File: src/rtl/seg_pkg.sv
// Shared definitions for the seven-segment scanner: active-low glyphs,
// scanner state encoding and the hex-to-glyph mapping.
package seg_pkg;

  // Cathode order is {g,f,e,d,c,b,a}; a 0 lights the segment.
  localparam logic [6:0] SEG_0   = 7'b1000000;
  localparam logic [6:0] SEG_1   = 7'b1111001;
  localparam logic [6:0] SEG_2   = 7'b0100100;
  localparam logic [6:0] SEG_3   = 7'b0110000;
  localparam logic [6:0] SEG_4   = 7'b0011001;
  localparam logic [6:0] SEG_5   = 7'b0010010;
  localparam logic [6:0] SEG_6   = 7'b0000010;
  localparam logic [6:0] SEG_7   = 7'b1111000;
  localparam logic [6:0] SEG_8   = 7'b0000000;
  localparam logic [6:0] SEG_9   = 7'b0010000;
  localparam logic [6:0] SEG_A   = 7'b0001000;
  localparam logic [6:0] SEG_B   = 7'b0000011;
  localparam logic [6:0] SEG_C   = 7'b1000110;
  localparam logic [6:0] SEG_D   = 7'b0100001;
  localparam logic [6:0] SEG_E   = 7'b0000110;
  localparam logic [6:0] SEG_F   = 7'b0001110;
  localparam logic [6:0] SEG_OFF = 7'b1111111;

  typedef enum logic {
    BLANK = 1'b0,
    SHOW  = 1'b1
  } scan_state_t;

  function automatic logic [6:0] hex_to_seg(input logic [3:0] hex);
    // NOTE: assign a default before the case so every path drives the
    // result; in combinational logic a missed path would infer a latch.
    hex_to_seg = SEG_OFF;
    case (hex)
      4'h0: hex_to_seg = SEG_0;
      4'h1: hex_to_seg = SEG_1;
      4'h2: hex_to_seg = SEG_2;
      4'h3: hex_to_seg = SEG_3;
      4'h4: hex_to_seg = SEG_4;
      4'h5: hex_to_seg = SEG_5;
      4'h6: hex_to_seg = SEG_6;
      4'h7: hex_to_seg = SEG_7;
      4'h8: hex_to_seg = SEG_8;
      4'h9: hex_to_seg = SEG_9;
      4'hA: hex_to_seg = SEG_A;
      4'hB: hex_to_seg = SEG_B;
      4'hC: hex_to_seg = SEG_C;
      4'hD: hex_to_seg = SEG_D;
      4'hE: hex_to_seg = SEG_E;
      4'hF: hex_to_seg = SEG_F;
      default: hex_to_seg = SEG_OFF;
    endcase
  endfunction

endpackage

File: src/rtl/seg_decoder.sv
// Combinational hex digit to active-low seven-segment glyph.
module seg_decoder
  import seg_pkg::*;
(
  input  logic [3:0] i_hex,
  output logic [6:0] o_seg
);

  assign o_seg = hex_to_seg(i_hex);

endmodule

File: src/rtl/seg_scan.sv
// Four-digit multiplexed display scanner: strobe synchronizer, digit index,
// frame-latched shadow data, anode blanking FSM and registered drivers.
module seg_scan
  import seg_pkg::*;
#(
  parameter int DIGITS       = 4,
  parameter int BLANK_CYCLES = 16
) (
  input  logic                  clk,
  input  logic                  reset,
  input  logic                  sclk,
  input  logic [4*DIGITS-1:0]   digits,
  input  logic [DIGITS-1:0]     blank,
  input  logic [DIGITS-1:0]     dp,
  output logic [DIGITS-1:0]     an,
  output logic [6:0]            seg,
  output logic                  dp_n,
  output logic                  frame_done
);

  localparam int              IDX_W    = (DIGITS > 1) ? $clog2(DIGITS) : 1;
  localparam logic [IDX_W-1:0] IDX_LAST = IDX_W'(DIGITS - 1);
  localparam logic [7:0]      CNT_LOAD = 8'(BLANK_CYCLES - 1);

  logic                r_sync1;
  logic                r_sync2;
  logic                r_sync3;
  logic                w_step;
  logic                w_wrap;

  logic [IDX_W-1:0]    r_idx;
  logic [4*DIGITS-1:0] r_sh_digits;
  logic [DIGITS-1:0]   r_sh_blank;
  logic [DIGITS-1:0]   r_sh_dp;
  logic                r_frame_pend;

  scan_state_t         r_state;
  logic [7:0]          r_cnt;
  logic                r_nodigit;

  logic [3:0]          w_hex;
  logic [6:0]          w_glyph;
  logic [DIGITS-1:0]   w_an_show;

  logic [DIGITS-1:0]   r_an;
  logic [6:0]          r_seg;
  logic                r_dp_n;
  logic                r_frame_done;

  // sclk is asynchronous: two flops for metastability, a third for the edge.
  always_ff @(posedge clk) begin
    // NOTE: sequential state uses non-blocking assignments so every flop
    // samples its pre-edge inputs, independent of statement order.
    if (!reset) begin
      r_sync1 <= 1'b0;
      r_sync2 <= 1'b0;
      r_sync3 <= 1'b0;
    end else begin
      r_sync1 <= sclk;
      r_sync2 <= r_sync1;
      r_sync3 <= r_sync2;
    end
  end

  assign w_step = r_sync2 & ~r_sync3;
  assign w_wrap = (r_idx == IDX_LAST);

  // Index counter and frame latch; shadow data is only refreshed on a wrap.
  always_ff @(posedge clk) begin
    if (!reset) begin
      r_idx        <= IDX_LAST;
      r_sh_digits  <= '0;
      r_sh_blank   <= '1;
      r_sh_dp      <= '0;
      r_frame_pend <= 1'b0;
    end else begin
      r_frame_pend <= w_step & w_wrap;
      if (w_step) begin
        if (w_wrap) begin
          r_idx       <= '0;
          r_sh_digits <= digits;
          r_sh_blank  <= blank;
          r_sh_dp     <= dp;
        end else begin
          r_idx <= r_idx + IDX_W'(1);
        end
      end
    end
  end

  assign w_hex     = r_sh_digits[{r_idx, 2'b00} +: 4];
  assign w_an_show = ~(DIGITS'(1) << r_idx);

  seg_decoder u_decoder (
    .i_hex (w_hex),
    .o_seg (w_glyph)
  );

  // Blanking FSM with the anode driver registered alongside it.
  always_ff @(posedge clk) begin
    if (!reset) begin
      r_state   <= BLANK;
      r_cnt     <= '0;
      r_nodigit <= 1'b1;
      r_an      <= '1;
    end else begin
      r_an <= (r_state == SHOW) ? w_an_show : '1;
      if (w_step) begin
        // A step always restarts the full gap, even mid-blank.
        r_state   <= BLANK;
        r_cnt     <= CNT_LOAD;
        r_nodigit <= 1'b0;
      end else begin
        case (r_state)
          BLANK: begin
            if (r_cnt != 8'd0) begin
              r_cnt <= r_cnt - 8'd1;
            end else if (!r_nodigit) begin
              r_state <= SHOW;
            end
          end
          SHOW:    r_state <= SHOW;
          default: r_state <= BLANK;
        endcase
      end
    end
  end

  // Cathodes follow idx/shadow, which only move on a step, so they settle
  // in the first blanking cycle while the anodes are still off.
  always_ff @(posedge clk) begin
    if (!reset) begin
      r_seg        <= SEG_OFF;
      r_dp_n       <= 1'b1;
      r_frame_done <= 1'b0;
    end else begin
      r_frame_done <= r_frame_pend;
      if (r_sh_blank[r_idx]) begin
        r_seg  <= SEG_OFF;
        r_dp_n <= 1'b1;
      end else begin
        r_seg  <= w_glyph;
        r_dp_n <= ~r_sh_dp[r_idx];
      end
    end
  end

  assign an         = r_an;
  assign seg        = r_seg;
  assign dp_n       = r_dp_n;
  assign frame_done = r_frame_done;

endmodule

File: config.mk
export PLATFORM = sky130hd
export DESIGN_NAME = seg_scan
export DESIGN_NICKNAME = d
export VERILOG_FILES = /design/src/rtl/seg_pkg.sv /design/src/rtl/seg_decoder.sv /design/src/rtl/seg_scan.sv
export SDC_FILE = /design/constraint.sdc
export NUM_CORES = 1
export LEC_CHECK = 0
export ABC_AREA = 0
export CAP_MARGIN = 20
export CORE_MARGIN = 1
export CORE_UTILIZATION = 56
export CTS_CLUSTER_DIAMETER = 40
export DETAILED_ROUTE_END_ITERATION = 8
export HOLD_SLACK_MARGIN = 0.1
export PLACE_DENSITY = 0.91
export SLEW_MARGIN = 20
export SYNTH_ARGS = -nofsm -noshare
export SYNTH_HDL_FRONTEND = slang
export SYNTH_SLANG_ARGS = --single-unit
File: constraint.sdc
create_clock -name clk -period 4.4 [get_ports clk]
set_input_delay 1.1 -clock clk [delete_from_list [all_inputs] [get_ports clk]]
set_output_delay 1.1 -clock clk [all_outputs]
set_load 0.01 [all_outputs]
; Yosys cells after proc, flatten, opt, wreduce, memory -nomap -nowiden
; Memory sizes are Yosys's and may differ from the RTL's. A register that Yosys moved wholly into a read port is not among the register bits.
; Index checks and enable logic that the tools add are counted.
[op_classes]
n_reduce_logical = 8
add_sub_neg = 2
eq_ne = 2
n_mux = 11
bitwise_logic = 7
shift = 2
order_cmp = 1
[ops]
columns = op, count
row1 = $shiftx 16x5->4, 1
row2 = $mux 4, 3
row3 = $reduce_and 2->1, 4
row4 = $reduce_bool 8->1, 1
row5 = $sub 8x1->8 const B, 1
row6 = $bmux 1 s2, 2
row7 = $mux 1, 4
row8 = $not 1->1, 4
row9 = $not 4->4, 1
row10 = $reduce_or 2->1, 2
row11 = $shl 1x2->4 const A, 1
row12 = $lt 2x3->1 const B, 1
row13 = $add 2x1->2 const B, 1
row14 = $and 1x1->1, 2
row15 = $eq 2x2->1 const B, 1
row16 = $mux 2, 1
row17 = $ne 2x2->1 const B, 1
row18 = $pmux 1 s2, 1
row19 = $reduce_bool 2->1, 1
[totals]
regBits = 46
romBits = 112
out_inout_bits = 13
elab_cells = 49
memories = 1
[memory_table]
columns = memory, depth, width, read_ports, rd_ports_with_merged_regs, write_ports, line_no
row1 = (no name shown), 16, 7, 1, 1, 0, seg_pkg.sv:33  ; case (hex)

; Longest topological paths before layout
[logic_depth]
depth_word = 4
depth_mapped = 7
mapped_depth_nobuf = 6

; Cells and area by module
; A second synthesis with hierarchy kept.
[hier_totals]
hier_cells = 250
area_unflattened_um2 = 2364.8
[modules_own_cells]
columns = module, n_inst, cells_each, seq_area_each_um2, area_each_um2
row1 = seg_scan, 1, 218, 1061.0, 2089.5
row2 = seg_decoder, 1, 32, 0.0, 275.3

; Least setup slack after synthesis
; Ideal clock, no wire load.
[synth_path]
path_kind = reg2reg
start = reg r_idx[0]
end = reg r_seg[5], in the netlist seg[5]
arrival_time_ns = 1.780
synth_period_minus_slack_ns = 1.913
slack_ns = 2.487
path_buffers = 1
stages_incl_launch_ff = 7
path_cell_list = dfxtp_1 buf_6 mux4_1 ha_1 and2b_2 a21oi_1 o221ai_1
[synth_via]
elab_chain_cells = 3
word_cells_on_any_way = 4
cone_classes = 1 x shift / 2 x mux / 1 x reduce/logical
[synth_rtl]
columns = item, line_no
row1 = start: declaration, seg_scan.sv:31  ; logic [IDX_W-1:0] r_idx;
row2 = start signal: assignment, seg_scan.sv:85  ; r_idx <= r_idx + IDX_W'(1);
row3 = "parallel branches: the longest is 3 deep, another holds $shiftx 16x5->4", n/a
row4 = end: declaration, seg_scan.sv:46  ; logic [6:0] r_seg;
; Several ways; the timed one is not identified. The select of a mux whose other input is x is not followed.
; A chain may end at the register's enable or synchronous reset.

; Worst setup path after layout
[layout_path]
start = in reset
end = reg r_seg[4], in the netlist seg[4]
[layout_via]
elab_chain_cells = 2
[layout_rtl]
columns = item, line_no
row1 = start: declaration, seg_scan.sv:10  ; input logic reset,
row2 = $not 1->1 (no line), n/a
row3 = $reduce_or 2->1 (no line), n/a
; No other way between the ends.

==> impl_results.md <==
* Synth warn at 0
* Largest cells by area after synthesis: dfxtp_1 45%, nand2_1 9.0%, a21boi_0 6.8%
* Mapped Cells at around 250
* Top routing layer used: met4
* Row count at 23
* Worst setup path category: input pin to flip-flop
* Synth cell types at 44
* Max-slew violations at 0
* Type of origin of the critical path: input pin
* Cell area after synthesis at 0.002333 sq mm
* Antenna Diode Count at 0
* GR Util All Layers at 0.2274
* Post-CTS sizing at 0
* Antenna violations before repair at 0
* Outcome: finished, final reports clean
* PwrDens at ~440 mW/mm^2
* Met2 wire len at between 2 and 2.5 mm
* WP data arrival at roughly 2.6 ns
* Avg WL per Cell at roughly 14 um
* Final Wtd Congestion at 0.8667
* Largest area contributor in the netlist: dfxtp_1
* Critical Path RT at 4.56 ns
* First-pass GRT wire length at approximately 7.6 mm
* DRT Pass-1 Iters at 4
* CP Max Fanout at 43
* IO Count at 40
* Leak at approximately 1.1 nW
* CTS tree: built
* Overflow after GRT at 0
* Layout Skew at ~0.0076 ns
* Syn_nets at between 200 and 300
* Worst r2r dst: seg[6]
* EDFF count, synth at 0
* Vias in the first global route at ~1,700
* Met3 Wirelength at approximately 200 um
* Synthesized flop and latch total at 53
* Fmax at just over 400 MHz
* Setup WS post-layout at roughly 2.0 ns
* Fillers at 319
* M1 WL at 2.003 mm
* Final hold vios at 0
* Layout area overhead at 21.66%
* Worst-skew pair later-pin latency at about 0.31 ns
* Hold_buf cts at 0
* Fin crit period at between 2 and 2.5 ns
* Height of the die at roughly 67 um
* Clock sinks at between 50 and 60
* Most used DFF post-synth: dfxtp_1
* VDD IR max at 0.3908 mV
* Slew HR at 0.4521
* DP HPWL at around 3.1 mm
* DRC at 0
* Largest net degree at the start of global routing at 44
* Commonest cells after routing, fill and taps aside: 56 x nand2_1, 53 x dfxtp_1, 39 x clkdlybuf4s50_1, 21 x a21boi_0, 12 x ha_1
* Worst Setup SP: reset
* Register area share after synthesis at 0.4547
* Setup tns final at 0 ns
* Antenna Nets Post-Route at 0
* Synth async-reset ratio at 0
* Die area at approximately 0.0044 sq mm
* Setup WS pre-CTS at ~1.6 ns
* Core area at 0.004000 sq mm
* Setup crit end kind: flip-flop
* Initial DRC count at between 100 and 150
* Hold Crit Class: flip-flop to flip-flop
* # nets final at approximately 320
* Chip Width at between 60 and 70 um
* Register-to-register setup slack at a little over 2 ns
* TritonCTS buffer count at 5
* Initial Util at 0.5834
* HP Start: r_frame_pend
* Period utilisation layout at 0.5514
* Syn_area_per_cell at ~9.5 sq um
* Share of the synthesized area in the top cell type at 0.4547
* Worst-Margin Slew at 0.8219 ns
* Post-CTS Setup Bufs at 0
* Vias at about 1,800
* PortBufs at 39
* Htree depth at 2
* CP endpoint: seg[4]
* Worst R2R Start: r_idx[0]
* DR vias/cell at between 5 and 6
* Most common cell after layout, fill and taps aside: nand2_1
* Setup violations, final at 0
* Max-cap viol count at 0
* R2R cell count at 5
* Clock Tree Buf Depth at 2
* RSZ-0062 raised after global routing: no
* Clk slew on worst S/H paths at ~0.090 ns
* Total wire length at ~4.5 mm
* Share of layout cells above drive strength 1 at 0.06093
* CTS root buf: clkbuf_8
worst max-delay path, cell delays in order:
cell and delay [ns]:
clkdlybuf4s50_1 0.45, buf_4 0.33, nor2b_1 0.47, o221ai_1 0.22
logic make-up (layout without fill, tap and decap cells):
group,count (synthesis),after routing,synth area share
AOI/OAI and AO/OA,50,50,0.1555
xor gates and xnor gates,4,4,0.01501
adders and majority gates,12,12,0.06434
buffers and inverters,25,58,0.04826
DFF,53,53,0.4547
muxes,7,7,0.06863
and+or+nand+nor,95,95,0.1936
routing by layer:
metal / up-vias / global-route usage
met5: - / 0
met4: 0 / 0.09574
met3: 16 / 0.04452
met2: 54 / 0.3838
met1: 851 / 0.2797
li1: 901 / -
flip-flops by register name, summed over array words and instances, names as in the netlist, 2 cells and up:
signal       cells
an               4
r_cnt            8
r_sh_digits     16
seg              7
r_sh_dp          4
r_sh_blank       4
r_idx            2
cell type report:
class | instances | area (sq um) | share of cell area
Clock buffer | 6 | 82.58 | 0.02909
Clock inverter | 2 | 37.54 | 0.01322
Inverter | 10 | 37.54 | 0.01322
Multi-Input combinational cell | 168 | 1160 | 0.4085
Sequential cell | 53 | 1061 | 0.3737
Tap cell | 50 | 62.56 | 0.02204
Timing Repair Buffer | 40 | 397.9 | 0.1402
worst min path at each step:
stage | end | slack, ns | cells after the start
3_3_place_gp | r_sync2 | 0.41 | 1
5_1_grt | r_sync2 | 0.47 | 1
2_1_floorplan | frame_done | 0.41 | 1
4_1_cts | frame_done | 0.45 | 1
3_5_place_dp | frame_done | 0.42 | 1
6_report | frame_done | 0.44 | 1
per-stage QoR:
step / cell area [sq um] / power (mW) / hold slack [ns] / std cells / utilization
6_report: 2839 / 1.247 / 0.4422 / 329 / 0.7097
5_1_grt: 2839 / 1.314 / 0.4728 / 329 / 0.7097
4_1_cts: 2839 / 1.248 / 0.4458 / 329 / 0.7097
3_5_place_dp: 2719 / 0.9019 / 0.4203 / 321 / 0.6797
3_3_place_gp: 2719 / 0.8877 / 0.4146 / 321 / 0.6797
2_1_floorplan: 2333 / 0.8236 / 0.4119 / 246 / -
synth_stat cells (3+ instances only):
master    number
a21boi_0      21
a21oi_1        7
and2_1         4
buf_2          3
clkbuf_1      10
dfxtp_1       53
ha_1          12
inv_1         10
mux4_1         4
nand2_1       56
nand3_1       10
nor2_1         6
nor2b_1        3
o211ai_1       3
o21ai_0        4
o221ai_1       4
xnor2_1        4
power by group:
group	internal (mW)	switching, mW	leakage, nW
Combinational	0.163	0.163	0.609
Sequential	0.530	0.0517	0.432
Clock	0.185	0.156	0.0574
(Power assumes the default switching activity.)
